`src/rtl/mdu_iter.sv`:
```
// Iterative RV64M multiply/divide unit: radix-2 shift-add multiply and restoring
// divide, one bit per cycle, single op in flight behind a valid/ready handshake.
module mdu_iter #(
  parameter int XLEN = 64,
  parameter int WLEN = 32
) (
  input  logic            clk,
  input  logic            rstn,
  input  logic            in_valid,
  output logic            in_ready,
  input  logic [2:0]      op,
  input  logic            is_word,
  input  logic [XLEN-1:0] a,
  input  logic [XLEN-1:0] b,
  input  logic            flush,
  output logic            out_valid,
  input  logic            out_ready,
  output logic [XLEN-1:0] result,
  output logic            busy
);
  localparam int CW = $clog2(XLEN) + 1;

  typedef enum logic [1:0] {IDLE, BUSY, DONE} state_t;

  state_t              state_q, state_d;
  logic [CW-1:0]       cnt_q, cnt_d;
  logic [2*XLEN-1:0]   acc_q, acc_d;
  logic [XLEN-1:0]     ma_q, ma_d, mb_q, mb_d, res_q, res_d;
  logic [2:0]          op_q, op_d;
  logic                word_q, word_d, negq_q, negq_d, negr_q, negr_d;

  // Request decode: operand extension, magnitudes, sign flags and 1-cycle cases.
  logic            is_div, word, sgn_a, sgn_b, a_neg, b_neg, div0, ovf;
  logic [XLEN-1:0] sx_a, zx_a, sx_b, zx_b, opa, opb, mag_a, mag_b, spec_res;

  always_comb begin
    is_div = op[2];
    word   = is_word & (is_div | (op == 3'b000));
    sx_a   = {{(XLEN-WLEN){a[WLEN-1]}}, a[WLEN-1:0]};
    zx_a   = {{(XLEN-WLEN){1'b0}}, a[WLEN-1:0]};
    sx_b   = {{(XLEN-WLEN){b[WLEN-1]}}, b[WLEN-1:0]};
    zx_b   = {{(XLEN-WLEN){1'b0}}, b[WLEN-1:0]};
    if (is_div) begin
      sgn_a = ~op[0];
      sgn_b = ~op[0];
    end else if (word) begin
      // MULW only keeps the low word, which is sign-independent
      sgn_a = 1'b0;
      sgn_b = 1'b0;
    end else begin
      sgn_a = (op[1:0] != 2'b11);
      sgn_b = ~op[1];
    end
    opa   = word ? (sgn_a ? sx_a : zx_a) : a;
    opb   = word ? (sgn_b ? sx_b : zx_b) : b;
    a_neg = sgn_a & opa[XLEN-1];
    b_neg = sgn_b & opb[XLEN-1];
    mag_a = a_neg ? -opa : opa;
    mag_b = b_neg ? -opb : opb;
    div0  = is_div & (opb == '0);
    ovf   = is_div & sgn_a &
            (word ? ((a[WLEN-1:0] == {1'b1, {(WLEN-1){1'b0}}}) && (b[WLEN-1:0] == '1))
                  : ((a == {1'b1, {(XLEN-1){1'b0}}}) && (b == '1)));
    if (div0)
      spec_res = op[1] ? (word ? sx_a : a) : '1;
    else
      spec_res = op[1] ? '0 : (word ? sx_a : a);
  end

  // One iteration of either datapath; acc holds {hi, lo}.
  logic [XLEN:0]     mul_sum, rem_sh;
  logic [XLEN-1:0]   rem_sub;
  logic              ge;
  logic [2*XLEN-1:0] step_nx, prod;
  logic [XLEN-1:0]   quo, rem, sel, fin_res;

  always_comb begin
    mul_sum = {1'b0, acc_q[2*XLEN-1:XLEN]} + (acc_q[0] ? {1'b0, ma_q} : '0);
    rem_sh  = {acc_q[2*XLEN-1:XLEN], acc_q[XLEN-1]};
    ge      = (rem_sh >= {1'b0, mb_q});
    rem_sub = rem_sh[XLEN-1:0] - mb_q;
    if (op_q[2])
      step_nx = {(ge ? rem_sub : rem_sh[XLEN-1:0]), acc_q[XLEN-2:0], ge};
    else
      step_nx = {mul_sum, acc_q[XLEN-1:1]};

    prod = negq_q ? -step_nx : step_nx;
    quo  = negq_q ? -step_nx[XLEN-1:0] : step_nx[XLEN-1:0];
    rem  = negr_q ? -step_nx[2*XLEN-1:XLEN] : step_nx[2*XLEN-1:XLEN];
    sel  = op_q[1] ? rem : quo;
    if (op_q[2])
      fin_res = word_q ? {{(XLEN-WLEN){sel[WLEN-1]}}, sel[WLEN-1:0]} : sel;
    else if (word_q)
      // after WLEN steps the low product word sits at acc[XLEN-1 -: WLEN]
      fin_res = {{(XLEN-WLEN){step_nx[XLEN-1]}}, step_nx[XLEN-1:XLEN-WLEN]};
    else
      fin_res = (op_q[1:0] == 2'b00) ? prod[XLEN-1:0] : prod[2*XLEN-1:XLEN];
  end

  always_comb begin
    state_d = state_q;
    cnt_d   = cnt_q;
    acc_d   = acc_q;
    ma_d    = ma_q;
    mb_d    = mb_q;
    res_d   = res_q;
    op_d    = op_q;
    word_d  = word_q;
    negq_d  = negq_q;
    negr_d  = negr_q;
    case (state_q)
      IDLE: begin
        if (in_valid && !flush) begin
          op_d   = op;
          word_d = word;
          negq_d = a_neg ^ b_neg;
          negr_d = a_neg;
          ma_d   = mag_a;
          mb_d   = mag_b;
          if (div0 || ovf) begin
            res_d   = spec_res;
            state_d = DONE;
          end else begin
            cnt_d   = word ? CW'(WLEN) : CW'(XLEN);
            if (is_div)
              acc_d = {{XLEN{1'b0}}, (word ? {mag_a[WLEN-1:0], {(XLEN-WLEN){1'b0}}} : mag_a)};
            else
              acc_d = {{XLEN{1'b0}}, mag_b};
            state_d = BUSY;
          end
        end
      end
      BUSY: begin
        if (flush) begin
          state_d = IDLE;
        end else begin
          acc_d = step_nx;
          cnt_d = cnt_q - 1'b1;
          if (cnt_q == CW'(1)) begin
            res_d   = fin_res;
            state_d = DONE;
          end
        end
      end
      DONE: if (flush || out_ready) state_d = IDLE;
      default: state_d = IDLE;
    endcase
  end

  always_ff @(posedge clk or negedge rstn) begin
    if (!rstn) begin
      state_q <= IDLE;
      cnt_q   <= '0;
      acc_q   <= '0;
      ma_q    <= '0;
      mb_q    <= '0;
      res_q   <= '0;
      op_q    <= '0;
      word_q  <= 1'b0;
      negq_q  <= 1'b0;
      negr_q  <= 1'b0;
    end else begin
      state_q <= state_d;
      cnt_q   <= cnt_d;
      acc_q   <= acc_d;
      ma_q    <= ma_d;
      mb_q    <= mb_d;
      res_q   <= res_d;
      op_q    <= op_d;
      word_q  <= word_d;
      negq_q  <= negq_d;
      negr_q  <= negr_d;
    end
  end

  assign in_ready  = (state_q == IDLE);
  assign out_valid = (state_q == DONE);
  assign busy      = (state_q != IDLE);
  assign result    = res_q;
endmodule

```
`config.mk`:
```
export PLATFORM = sky130hd
export DESIGN_NAME = mdu_iter
export DESIGN_NICKNAME = d
export VERILOG_FILES = /design/src/rtl/mdu_iter.sv
export SDC_FILE = /design/constraint.sdc
export NUM_CORES = 2
export LEC_CHECK = 0
export ABC_AREA = 0
export BUFFER_PORTS_ARGS = -buffer_cell sky130_fd_sc_hd__buf_2
export CAP_MARGIN = 20
export CORE_MARGIN = 5
export CORE_UTILIZATION = 40
export CTS_BUF_LIST = sky130_fd_sc_hd__clkbuf_8
export DETAILED_ROUTE_END_ITERATION = 16
export PLACE_DENSITY = 0.65
export SLEW_MARGIN = 20
export SYNTH_ARGS = -nofsm -noshare
export SYNTH_HDL_FRONTEND = slang
export SYNTH_SLANG_ARGS = --single-unit
```
`constraint.sdc`:
```
create_clock -name clk -period 8.35 [get_ports clk]
set_input_delay 1.67 -clock clk [delete_from_list [all_inputs] [get_ports clk]]
set_output_delay 1.67 -clock clk [all_outputs]
set_load 0.02 [all_outputs]
```
* Word level (Yosys, flattened, before mapping)
Cells that the tools add are included.
** Word-level totals
- Flip-flop bits (word level) :: 335
- Bits of input ports :: 137
- Output and inout port bits :: 67
- Logic and storage cells :: 108
** Cells by class
- Add/sub/neg operators :: 8
- $lt $le $gt $ge :: 1
- Equal/unequal tests :: 15
- Multiplexer cells :: 48
- Bitwise operators :: 10
- Reductions and logical operators :: 16
** Operator list (number)
- two-way mux 64 bit :: 25
- two-way mux 128 bit :: 5
- negator 64 bit :: 4
- case mux 128 bit (2 select lines) :: 1
- equality test 64 bit, second input constant :: 2
- negator 128 bit :: 1
- case mux 64 bit (2 select lines) :: 1
- adder 64 x 64 -> 65 bit :: 1
- greater-or-equal comparator 65 x 64 -> 1 bit :: 1
- equality test 32 bit, second input constant :: 2
- logical NOT 64 bit :: 1
- subtractor 64 bit :: 1
- two-way mux 7 bit :: 4
- case mux 7 bit (2 select lines) :: 1
- two-way mux 2 bit :: 5
- inequality test 2 bit, second input constant :: 4
- equality test 7 x 1 -> 1 bit, second input constant :: 1
- subtractor 7 x 1 -> 7 bit, second input constant :: 1
- AND 1 bit :: 6
- inequality test 2 x 1 -> 1 bit, second input constant :: 3
- case mux 2 bit (3 select lines) :: 1
- two-way mux 1 bit :: 5
- AND reduction 5 bit :: 1
- logical NOT 2 bit :: 2
- 14 further kinds :: 19

* Longest topological paths before layout
- Depth after elaboration :: 14
- Gate-level depth with buffers :: 28
- Mapped depth without buffers :: 25

* Worst setup path before layout
No wires, ideal clock.
- Path kind :: register to register
- From :: reg acc_q[110]
- To :: reg res_q[54] (netlist: result[54])
- Arrival :: 6.508 ns
- Required time :: 8.216 ns
- Path slack :: 1.708 ns
- Stages on the path, launching flop included :: 26
- Path buffers :: 3
- Period minus slack after synthesis :: 6.642 ns
- Path through :: dfrtp_1 -> ha_1 -> and4_1 -> and3_1 -> and2_1 -> a31o_2 -> a211oi_2 -> buf_2 -> buf_1 -> a31oi_1 -> inv_1 -> ha_1 -> o211ai_1 -> or4_4 -> or4_4 -> or4_4 -> or4_4 -> or3_1 -> or2_1 -> or3_1 -> buf_2 -> nor3_2 -> mux2i_1 -> o221ai_1 -> o41ai_1 -> o211ai_2
** On the way
- Cells in the longest elaborated chain, start to end :: 11
- Elaborated cells on any way between the ends :: 19
- Classes of those cells :: 5 x add/sub; 1 x order compare; 13 x mux
** RTL lines
- from (decl) :: line 27 : logic [2*XLEN-1:0] acc_q, acc_d;
- from (signal assigned) :: line 154 : acc_q <= '0;
- from (signal assigned) :: line 165 : acc_q <= acc_d;
- subtractor 64 bit or greater-or-equal comparator 65 x 64 -> 1 bit (tied branches) :: line 81, 80
- two-way mux 64 bit :: line 83 : step_nx = {(ge ? rem_sub : rem_sh[XLEN-1:0]), acc_q[XLEN-2:0], ge};
- two-way mux 128 bit (*) :: line 82 : if (op_q[2])
- negator 128 bit or negator 64 bit (tied branches) :: line 87, 89
- two-way mux 128 bit or two-way mux 64 bit (tied branches) :: line 87, 89
- two-way mux 64 bit, on equally long branches :: line 97, 90
- two-way mux 64 bit, on equally long branches :: line 93, 92
- two-way mux 64 bit (*) :: line 91 : if (op_q[2])
- two-way mux 64 bit (*) :: line 139 : if (cnt_q == CW'(1)) begin
- two-way mux 64 bit (*) :: line 134 : if (flush) begin
- case mux 64 bit (2 select lines) (*) :: line 111 : case (state_q)
- to (signal assigned) :: line 168 : res_q <= res_d;
- to (decl) :: line 28 : logic [XLEN-1:0] ma_q, ma_d, mb_q, mb_d, res_q, res_d;
Mark *: on every way between the ends. The rest lies on a longest branch, timed or not. The select of a mux whose other input is x is not followed.
A chain may end at the register's enable or synchronous reset.

* Worst setup path after layout
Same ends and word-level chain as after synthesis.

==> flow_summary.ini <==
[global_route]
grt_overflow = 0
grt_usage_pct = 40.6
grt_first_pass_wirelength_um = 297000
antenna_found_initial = 40
grt_max_degree = 129
grt_pass1_vias = 41000

[sta]
setup_tns_ns = 0
post-route-period-util_pct = 88.9
worstMarginPinSlew_ns = 1.36
finClkSkew_ns = 0.0466
period_minus_slack_ns = 7.42
hold_viol_final = 0
fmax_mhz = 135
relSlewSlack_pct = 9.16
rsz0062_at_grt = false
slew_viol_final = 0
setup_viol = 0

[power]
leakagePower_uw = 0.0168
total_power_uw = 21600
ir_drop_mv = 0.492
p_per_area_nw_per_um2 = 525

[synth]
ys_ff_latch = 335
yosysWarnings = 0
synth_area_per_cell_um2 = 7.02
syn_nets = 5582
synth_top_area_cell = dfrtp_1
yosysSeqAreaShare_pct = 22.5
yosys.area.top_type_share_pct = 22.5
synth_area_um2 = 37300
ys.flop_type = dfrtp_1
synthArstFlopShare_pct = 100
synth_edf_count = 0
syn_inst = 5308
synth.area.top_cells = dfrtp_1 (22%), o21ai_0 (9.3%), nand2_1 (8.3%)
synth.distinct_cells = 106

[setup_path]
cpPeakStageDelay_ns = 0.59
crit_path_frequent_cell = or4_4
required_ns = 8.93
crit_type = reg2reg
cp_max_fo = 8
crit_chain = ha_1 -> and4_1 -> and3_1 -> and2_1 -> a31o_2 -> a211oi_4 -> a31oi_1 -> buf_4 -> inv_1 -> ha_1 -> o211ai_1 -> or4_4 -> or4_4 -> or4_4 -> or4_4 -> or3_1 -> or2_1 -> or3_1 -> nor3_2 -> mux2i_1 -> o221ai_1 -> o41ai_1 -> o211ai_2
slowest_stage = or4_4
worst_setup_path_start_kind = flip-flop
cp_data_arrival_time_ns = 8.01
setup.worst_path.end_class = flip-flop

[run_status]
status = complete, no violations

[worst_hold_path]
hold_path_class = reg2reg

[finish]
most-common-layout-cells = nand2_1 (821), o21ai_0 (687), a21oi_1 (490), nor2_1 (385), dfrtp_1 (331)
area_delta_synth_final_pct = 10.6
multiInputGateArea_um2 = 27100
final_common_cell = nand2_1
fin_nets = 5645
regArea_um2 = 8390
layout-drive-gt1-share_pct = 10.6
nFillCells = 9719

[clock_tree]
cts_tree = built
clk_pin_slew_ns = 0.06
clock_sinks = 335
clk_latency_ns = 0.74
cts_resized = 0
cts_made_buffers = 70
clock_path_buffers = 3
postCtsSetupBuffers = 0
hold_buffers = 0
cts_root_buf = clkbuf_8
htree_levels = 3

[die]
io_pins = 204
die_h_um = 315
die_area_um2 = 99400
coreArea_um2 = 92900
die_x_um = 315
start_util_pct = 40.1
num_rows = 112

[drt]
dr.first_iter.drc_count = 7173
avgViaCountPerCell = 6.76
wl_per_cell_um = 31.5
firstDrtPassIters = 7
ant_nets = 0
route.detailed.drc = 0
routed_wl_um = 211000
num_vias = 45300

[place]
globalplace.congestion = 1.14
dp_hpwl_um = 167000
port_buffers = 203

[run]
max-cap-violations = 0
## per-layer routing
| layer | GRT usage, % | part of all wire [%] | vias to the layer above |
|---|---|---|---|
| met1 | 52.1 | 38 | 21500 |
| li1 | - | - | 19600 |
| met4 | 26.0 | 8.3 | 14 |
| met2 | 58.1 | 40 | 3442 |
| met3 | 13.8 | 13 | 773 |
| met5 | 0 | 0.044 | - |
## cells in the mapped netlist, types with 16 or more instances
cell       instances
a21oi_1          490
o21bai_1          24
nand4_1          100
nand3b_1          16
and3_1            43
a311oi_1          21
dfrtp_1          335
mux2i_1           86
a221oi_1          17
nand2_1          823
inv_1            132
o41ai_1           18
o21a_1            33
nor3b_1           22
a31oi_1           48
o21ai_0          689
nor4_1            51
buf_1             36
mux2_2            18
o22ai_1           41
a21o_1            45
o31ai_1           66
nor2_1           387
xor2_1           152
or4_1             24
o21ai_1           27
nand2b_1          38
o221ai_1          32
and2_1            89
or3_1             46
ha_1             135
maj3_1            28
xnor2_1          179
or2_2             17
clkbuf_1         267
nand3_1           96
o211ai_1          57
nor3_1           156
buf_2             48
a211oi_1          71
a2111oi_0         21
nor2b_1           21
## state kept, by name (all words and copies together) (netlist names)
register,count
op_q,3
state_q,2
result,64
mb_q,64
word_q,1
ma_q,64
negr_q,1
acc_q,128
cnt_q,7
negq_q,1
## path summary, 6_finish.rpt
check / from / depth (start not counted) / end / slack, ns
max in group asynchronous: rstn / 2 / acc_q[81] / 6.07
worst min-delay path: ma_q[49] / 2 / ma_q[49] / 0.47
min in group asynchronous: rstn / 1 / state_q[0] / 0.95
worst max-delay path: acc_q[110] / 23 / result[54] / 0.93
worst max register to register: acc_q[110] / 23 / result[54] / 0.93
worst min register to register: ma_q[49] / 2 / ma_q[49] / 0.47
## report_power, final
part	internal, µW	leakage, µW	switching [µW]
clock network	992	0.000788	866
logic	4870	0.0118	11700
registers	2340	0.00427	874
total	8200	0.0168	13400
## worst max-delay path, delay by kind of cell (launching register included)
family                   cells  cell delay [ns]
AND/OR/NAND/NOR             11             4.37
multiplexers                 1             0.20
AO/OA/AOI/OAI                7             1.26
flip-flops                   1             0.41
buffers and inverters        2             0.35
adder cells (fa/ha/maj)      2             0.64
## stage by stage
step	util (%)	hold slack, ns	setup WS (ns)	instances	area (µm²)
6_report	44.3	0.465	0.926	6698	41200
5_1_grt	44.3	0.486	0.759	6676	41100
4_1_cts	44.2	0.461	1.09	6671	41100
3_5_place_dp	42.7	0.449	1.12	6551	39700
3_3_place_gp	42.7	0.447	1.18	6551	39700
2_1_floorplan	-	0.431	1.71	5308	37300
## kinds of logic after synthesis
| kind of cell | share of synthesized area [%] |
|---|---|
| buffers and inverters | 5.19 |
| DFF | 22.5 |
| xor gates and xnor gates | 7.78 |
| adders and majority gates | 5.39 |
| muxes | 2.85 |
| and+or+nand+nor | 25.3 |
| AOI/OAI and AO/OA | 31.0 |
## final cells by class
cell class	instances	area share, %
clock buffer	86	2.87
timing repair buffer	348	5.26
sequential	335	20.4
clock inverter	34	0.556
antenna	25	0.152
multi-input combinational	4483	65.8
inverter	133	1.21
tap	1254	3.81
No activity file was read; power rests on OpenSTA's default activity.
